<file path="src/rtl/imem_loader_pkg.sv">
// Shared types and constants for the instruction-memory image loader.
package imem_loader_pkg;

    typedef enum logic [2:0] {
        HDR_LO,
        HDR_HI,
        DATA,
        CSUM,
        DONE,
        ERROR
    } state_e;

    localparam int BYTE_W         = 8;
    localparam int BYTES_PER_WORD = 4;
    localparam int HDR_W          = 16;
    localparam int WORD_W         = BYTE_W * BYTES_PER_WORD;

    // States in which the loader is still consuming the byte stream.
    function automatic logic accepts_bytes(input state_e s);
        return (s == HDR_LO) || (s == HDR_HI) || (s == DATA) || (s == CSUM);
    endfunction

endpackage

</file>
<file path="src/rtl/imem_loader_if.sv">
// Byte-stream valid/ready channel feeding the loader.
interface imem_loader_if;
    import imem_loader_pkg::*;

    logic              in_valid;
    logic [BYTE_W-1:0] in_data;
    logic              in_ready;

    modport master (output in_valid, output in_data, input  in_ready);
    modport slave  (input  in_valid, input  in_data, output in_ready);

endinterface

</file>
<file path="src/rtl/imem_loader_word_assembler.sv">
// Packs little-endian payload bytes into words and keeps the running XOR checksum.
module imem_loader_word_assembler
    import imem_loader_pkg::*;
(
    input  logic              clk,
    input  logic              rst_n,
    input  logic              clear_i,
    input  logic              byte_en_i,
    input  logic [BYTE_W-1:0] byte_i,
    output logic              word_done_o,
    output logic [WORD_W-1:0] word_o,
    output logic [BYTE_W-1:0] csum_o
);

    localparam int LOW_W = WORD_W - BYTE_W;
    localparam int IDX_W = $clog2(BYTES_PER_WORD);
    localparam logic [IDX_W-1:0] LAST_IDX = IDX_W'(BYTES_PER_WORD - 1);

    logic [IDX_W-1:0]  idx_q;
    logic [IDX_W-1:0]  idx_d;
    logic [LOW_W-1:0]  low_q;
    logic [BYTE_W-1:0] csum_q;

    // The final byte bypasses the shift register so the word is ready on its handshake.
    assign word_done_o = byte_en_i && (idx_q == LAST_IDX);
    assign word_o      = {byte_i, low_q};
    assign csum_o      = csum_q;
    assign idx_d       = word_done_o ? '0 : idx_q + 1'b1;

    always_ff @(posedge clk) begin
        if (!rst_n || clear_i) begin
            idx_q  <= '0;
            low_q  <= '0;
            csum_q <= '0;
        end else if (byte_en_i) begin
            idx_q  <= idx_d;
            low_q  <= {byte_i, low_q[LOW_W-1:BYTE_W]};
            csum_q <= csum_q ^ byte_i;
        end
    end

endmodule

</file>
<file path="src/rtl/imem_loader.sv">
// Streams a length-prefixed, XOR-checked image into instruction memory and
// releases the core only once the whole image has been verified.
module imem_loader
    import imem_loader_pkg::*;
#(
    parameter int ADDR_W = 8,
    parameter int DATA_W = 32
) (
    input  logic                clk,
    input  logic                rst_n,
    input  logic                restart,
    imem_loader_if.slave        bus,
    output logic                imem_we,
    output logic [ADDR_W-1:0]   imem_addr,
    output logic [DATA_W-1:0]   imem_wdata,
    output logic                core_run,
    output logic                load_done,
    output logic                load_error,
    output logic [ADDR_W:0]     words_loaded
);

    localparam logic [HDR_W:0] DEPTH = (HDR_W + 1)'(1 << ADDR_W);

    state_e              state_q;
    logic [BYTE_W-1:0]   n_lo_q;
    logic [HDR_W-1:0]    n_q;
    logic [ADDR_W:0]     words_q;
    logic [ADDR_W:0]     words_d;
    logic                we_q;
    logic [ADDR_W-1:0]   addr_q;
    logic [DATA_W-1:0]   wdata_q;
    logic                run_q;
    logic                done_q;
    logic                err_q;

    logic                accept;
    logic [HDR_W-1:0]    n_hdr;
    logic                last_word;
    logic                word_done;
    logic [WORD_W-1:0]   word;
    logic [BYTE_W-1:0]   csum;

    // A restart in the same cycle wins over any offered byte.
    assign bus.in_ready = accepts_bytes(state_q) && !restart;
    assign accept       = bus.in_valid && bus.in_ready;
    assign n_hdr        = {bus.in_data, n_lo_q};
    assign words_d      = words_q + 1'b1;
    assign last_word    = (HDR_W'(words_d) == n_q);

    imem_loader_word_assembler u_word_assembler (
        .clk         (clk),
        .rst_n       (rst_n),
        .clear_i     (restart),
        .byte_en_i   (accept && (state_q == DATA)),
        .byte_i      (bus.in_data),
        .word_done_o (word_done),
        .word_o      (word),
        .csum_o      (csum)
    );

    always_ff @(posedge clk) begin
        if (!rst_n) begin
            state_q <= HDR_LO;
            n_lo_q  <= '0;
            n_q     <= '0;
            words_q <= '0;
            we_q    <= 1'b0;
            addr_q  <= '0;
            wdata_q <= '0;
            run_q   <= 1'b0;
            done_q  <= 1'b0;
            err_q   <= 1'b0;
        end else if (restart) begin
            // Memory contents and the last write address/data are left as they are.
            state_q <= HDR_LO;
            words_q <= '0;
            we_q    <= 1'b0;
            run_q   <= 1'b0;
            done_q  <= 1'b0;
            err_q   <= 1'b0;
        end else begin
            we_q <= 1'b0;
            case (state_q)
                HDR_LO: begin
                    if (accept) begin
                        n_lo_q  <= bus.in_data;
                        state_q <= HDR_HI;
                    end
                end
                HDR_HI: begin
                    if (accept) begin
                        n_q <= n_hdr;
                        if ({1'b0, n_hdr} > DEPTH) begin
                            state_q <= ERROR;
                            err_q   <= 1'b1;
                        end else if (n_hdr == '0) begin
                            state_q <= CSUM;
                        end else begin
                            state_q <= DATA;
                        end
                    end
                end
                DATA: begin
                    if (word_done) begin
                        we_q    <= 1'b1;
                        addr_q  <= words_q[ADDR_W-1:0];
                        wdata_q <= DATA_W'(word);
                        words_q <= words_d;
                        if (last_word) begin
                            state_q <= CSUM;
                        end
                    end
                end
                CSUM: begin
                    if (accept) begin
                        if (bus.in_data == csum) begin
                            state_q <= DONE;
                            done_q  <= 1'b1;
                            run_q   <= 1'b1;
                        end else begin
                            state_q <= ERROR;
                            err_q   <= 1'b1;
                            run_q   <= 1'b0;
                        end
                    end
                end
                DONE, ERROR: begin
                end
                default: begin
                    state_q <= HDR_LO;
                end
            endcase
        end
    end

    assign imem_we      = we_q;
    assign imem_addr    = addr_q;
    assign imem_wdata   = wdata_q;
    assign core_run     = run_q;
    assign load_done    = done_q;
    assign load_error   = err_q;
    assign words_loaded = words_q;

endmodule

</file>
<file path="src/flat_wrapper.sv">
// flat-port wrapper written by rule: the top's interface ports become plain ports
module imem_loader_flat import imem_loader_pkg::*;
#(
    parameter int ADDR_W = 8,
    parameter int DATA_W = 32
)
  (clk, rst_n, restart, imem_we, imem_addr, imem_wdata, core_run, load_done, load_error, words_loaded, bus_in_valid, bus_in_data, bus_in_ready);
  imem_loader_if bus_i ();
  input  logic clk;
  input  logic rst_n;
  input  logic restart;
  output logic imem_we;
  output logic [ADDR_W-1:0] imem_addr;
  output logic [DATA_W-1:0] imem_wdata;
  output logic core_run;
  output logic load_done;
  output logic load_error;
  output logic [ADDR_W:0] words_loaded;
  input wire logic [$bits(bus_i.in_valid)-1:0] bus_in_valid;
  input wire logic [$bits(bus_i.in_data)-1:0] bus_in_data;
  output wire logic [$bits(bus_i.in_ready)-1:0] bus_in_ready;
  assign bus_i.in_valid = bus_in_valid;
  assign bus_i.in_data = bus_in_data;
  assign bus_in_ready = bus_i.in_ready;
  imem_loader #(.ADDR_W(ADDR_W), .DATA_W(DATA_W)) u_core (.clk(clk), .rst_n(rst_n), .restart(restart), .bus(bus_i), .imem_we(imem_we), .imem_addr(imem_addr), .imem_wdata(imem_wdata), .core_run(core_run), .load_done(load_done), .load_error(load_error), .words_loaded(words_loaded));
endmodule
</file>
<file path="config.mk">
export PLATFORM = sky130hd
export DESIGN_NAME = imem_loader_flat
export DESIGN_NICKNAME = d
export VERILOG_FILES = /design/src/rtl/imem_loader_pkg.sv /design/src/rtl/imem_loader_if.sv /design/src/rtl/imem_loader_word_assembler.sv /design/src/rtl/imem_loader.sv /design/src/flat_wrapper.sv
export SDC_FILE = /design/constraint.sdc
export NUM_CORES = 1
export LEC_CHECK = 0
export BUFFER_PORTS_ARGS = -buffer_cell sky130_fd_sc_hd__buf_2
export CAP_MARGIN = 20
export CORE_MARGIN = 2
export CORE_UTILIZATION = 35
export DETAILED_ROUTE_END_ITERATION = 8
export PLACE_DENSITY = 0.54
export RECOVER_POWER = 25
export SLEW_MARGIN = 20
export SYNTH_ARGS = -nofsm -noshare
export SYNTH_HDL_FRONTEND = slang
export SYNTH_SLANG_ARGS = --single-unit
</file>
<file path="constraint.sdc">
create_clock -name clk -period 2.03 [get_ports clk]
set_input_delay 0 -clock clk [delete_from_list [all_inputs] [get_ports clk]]
set_output_delay 0 -clock clk [all_outputs]
set_load 0.1 [all_outputs]
</file>
==> flow_summary.json <==
{
  "top_layer": "met4",
  "root_buffer": "clkbuf_16",
  "cts_tree": "built",
  "row_count": 42,
  "yosys.area_share.adder_pct": 0.525,
  "fp.coreArea_um2": 13300,
  "grt_pass1_wl_mm": 19.1,
  "num_vias": 3985,
  "critPathLaunchType": "register",
  "synth_common_cells": "nand2_1, dfxtp_1, a21boi_1, a21oi_1, nor2_1",
  "n_antenna_cell": 0,
  "synth_area_leaders": "dfxtp_1, nand2_1, a21boi_1",
  "post-route-min-period_ps": 1970,
  "dr.first_iter.drc_count": 228,
  "hold_viol": 0,
  "drc": 0,
  "clock_path_buffers": 2,
  "ys_types": 50,
  "worstMarginPinSlew_ps": 1190,
  "period_share_pct": 97.0,
  "outcome": "finished, final reports clean",
  "grt_util_all_layers_pct": 16.9,
  "synth_top_family_by_area": "simple AND/OR/NAND/NOR gates",
  "crit_buf_inv": 1,
  "io_pins": 66,
  "wl_met2_mm": 5.32,
  "initial_utilization_pct": 35.9,
  "cts_num_sinks": 114,
  "first_pass_iters": 5,
  "first_global_vias": 3788,
  "p_per_area_nw_per_um2": 876,
  "cp_top_family": "compound AO/OA/AOI/OAI gates",
  "synth-seq-cells": 114,
  "syn_area_per_cell_um2": 8.42,
  "antenna_found_initial": 0,
  "drtAntennaViolNets": 0,
  "r2r_setup_slack_ps": 60,
  "ctsResizeCount": 0,
  "totalWireLength_mm": 11.6,
  "fin_util_pct": 44.5,
  "leakage_uw": 0.00203,
  "reg2regPathDepth": 8,
  "wl_met1_mm": 5.58,
  "setup_viol": 0,
  "slowest_delay_ps": 370,
  "hold_depth": 3,
  "synth_top_area_share_pct": 47.9,
  "die_h_um": 121,
  "finClkSkew_ps": 6.47,
  "cts.htree.levels": 4,
  "synthCells": 566,
  "critPathKind": "register to register",
  "cts_buffers": 17,
  "critPathSlowestCell": "dfxtp_4",
  "synth_edf_count": 0,
  "area_delta_synth_final_pct": 24.1,
  "port_buffers": 65,
  "die_area_um2": 14600,
  "synth-simple-area-share_pct": 23.8,
  "synth_most_common_cell": "nand2_1",
  "synth.cell_area_um2": 4770,
  "synth_ff_type": "dfxtp_1",
  "yosys_warnings": 0,
  "gp_congestion": 0.873,
  "final_layout_size_suffix_gt1_share_pct": 14.0,
  "path_clk_slew_ps": 50,
  "slew_violations": 0,
  "rsz0062_at_grt": "no",
  "min_path_type": "input pin to register",
  "peakVddDrop_uv": 487,
  "max_freq_mhz": 508,
  "die_w_um": 121,
  "wl_per_cell_um": 14.1,
  "grt_overflow": 0,
  "finalSetupTns_ps": 0,
  "path_cells": "ha_4 -> buf_4 -> nand2b_1 -> and2_0 -> o211ai_1 -> o31ai_1 -> a41oi_2 -> mux2_4",
  "place_hpwl_mm": 7.82,
  "drv_cap": 0,
  "arrival_ps": 2270,
  "synthArstFlopShare_pct": 0,
  "grt_max_degree": 68,
  "synth_xor_area_share_pct": 5.70,
  "yosysSeqAreaShare_pct": 47.9,
  "worstPathMaxFanout": 7,
  "vias_per_cell": 4.81,
  "clock_latency_ps": 410,
  "cp_data_required_time_ps": 2330,
  "syn_nets": 580,
  "crit_cells": 8,
  "synthMuxAreaShare_pct": 2.41,
  "synth_compound_area_share_pct": 15.6,
  "final_nets": 654,
  "slew_headroom_pct": 21.3,
  "yosysTopAreaCell": "dfxtp_1",
  "end_kind": "register",
  "route.met3.wl_um": 617
}
metal layers:
layer / vias to the layer above / track usage (%)
met5: - / 0
li1: 2017 / -
met2: 103 / 26.4
met3: 10 / 5.33
met1: 1855 / 22.2
met4: 0 / 5.31
report_power, final:
group          total (µW)  internal (µW)  leakage (µW)  switching (µW)
clock                2750           1780      0.000276             963
sequential           2250           2240      0.000926            8.96
combinational         180           74.1      0.000830             106
worst register-to-register path, cell delays in order (launching register included):
cell and delay [ps]:
dfxtp_4 370, ha_4 180, buf_4 140, nand2b_1 160
and2_0 160, o211ai_1 180, o31ai_1 120, a41oi_2 240
mux2_4 320
what timing repair did:
item	CTS	global route
hold buffers	8	0
buffers inserted	0	6
endpoints found under the hold margin	28	0
setup endpoints to repair	0	1
kinds of logic (layout without fill, tap and decap cells):
| logic type | after synthesis | in the layout |
|---|---|---|
| AO/OA/AOI/OAI | 108 | 108 |
| multiplexers | 11 | 11 |
| flip-flops | 114 | 114 |
| adder cells (fa/ha/maj) | 2 | 2 |
| XOR/XNOR | 31 | 31 |
| buffers and inverters | 41 | 127 |
| AND/OR/NAND/NOR | 259 | 259 |
final cells by class:
class | count | area, µm²
clock buffer | 28 | 538
clock inverter | 3 | 16.3
fill | 1325 | 7380
inverter | 3 | 11.3
multi-input combinational | 411 | 2310
sequential | 114 | 2310
tap | 176 | 220
timing repair buffer | 93 | 503
stage by stage:
stage	hold slack [ps]	area (µm²)	cells	total power (µW)	worst slack [ps]
2_1_floorplan	135	4820	566	2400	-20.4
3_3_place_gp	324	5290	783	2460	185
3_5_place_dp	328	5290	783	2470	106
4_1_cts	55.7	5920	822	5250	102
5_1_grt	80.0	5910	828	5370	25.7
6_report	73.4	5910	828	5180	60.2
final timing paths:
check                                      startpoint                             endpoint
setup / recovery  u_core.words_loaded[1]$_SDFFE_PP0P_       u_core.state_q[0]$_SDFFE_PP0P_
hold / removal                                restart  u_core.words_loaded[6]$_SDFFE_PP0P_
setup reg to reg  u_core.words_loaded[1]$_SDFFE_PP0P_       u_core.state_q[0]$_SDFFE_PP0P_
hold reg to reg     u_core.imem_wdata[6]$_SDFFE_PN0P_    u_core.imem_wdata[6]$_SDFFE_PN0P_
sequential cells by signal, indices dropped and copies added, names as in the netlist, 2 cells and up:
signal / flops
u_core.imem_wdata: 32
u_core.u_word_assembler.low_q: 24
u_core.n_q: 16
u_core.words_loaded: 9
u_core.imem_addr: 8
u_core.n_lo_q: 8
u_core.u_word_assembler.csum_o: 8
u_core.state_q: 3
u_core.u_word_assembler.idx_q: 2
placed cells by master, fill, tap and decap left out, drive strengths merged, types with 10 or more instances in the layout:
master,instances
nor2b,12
xor2,16
dfxtp,114
a21oi,34
clkbuf,70
xnor2,15
nand2,179
a21boi,57
buf,43
nor2,22
mux2i,10
No activity file was read; power rests on OpenSTA's default activity.
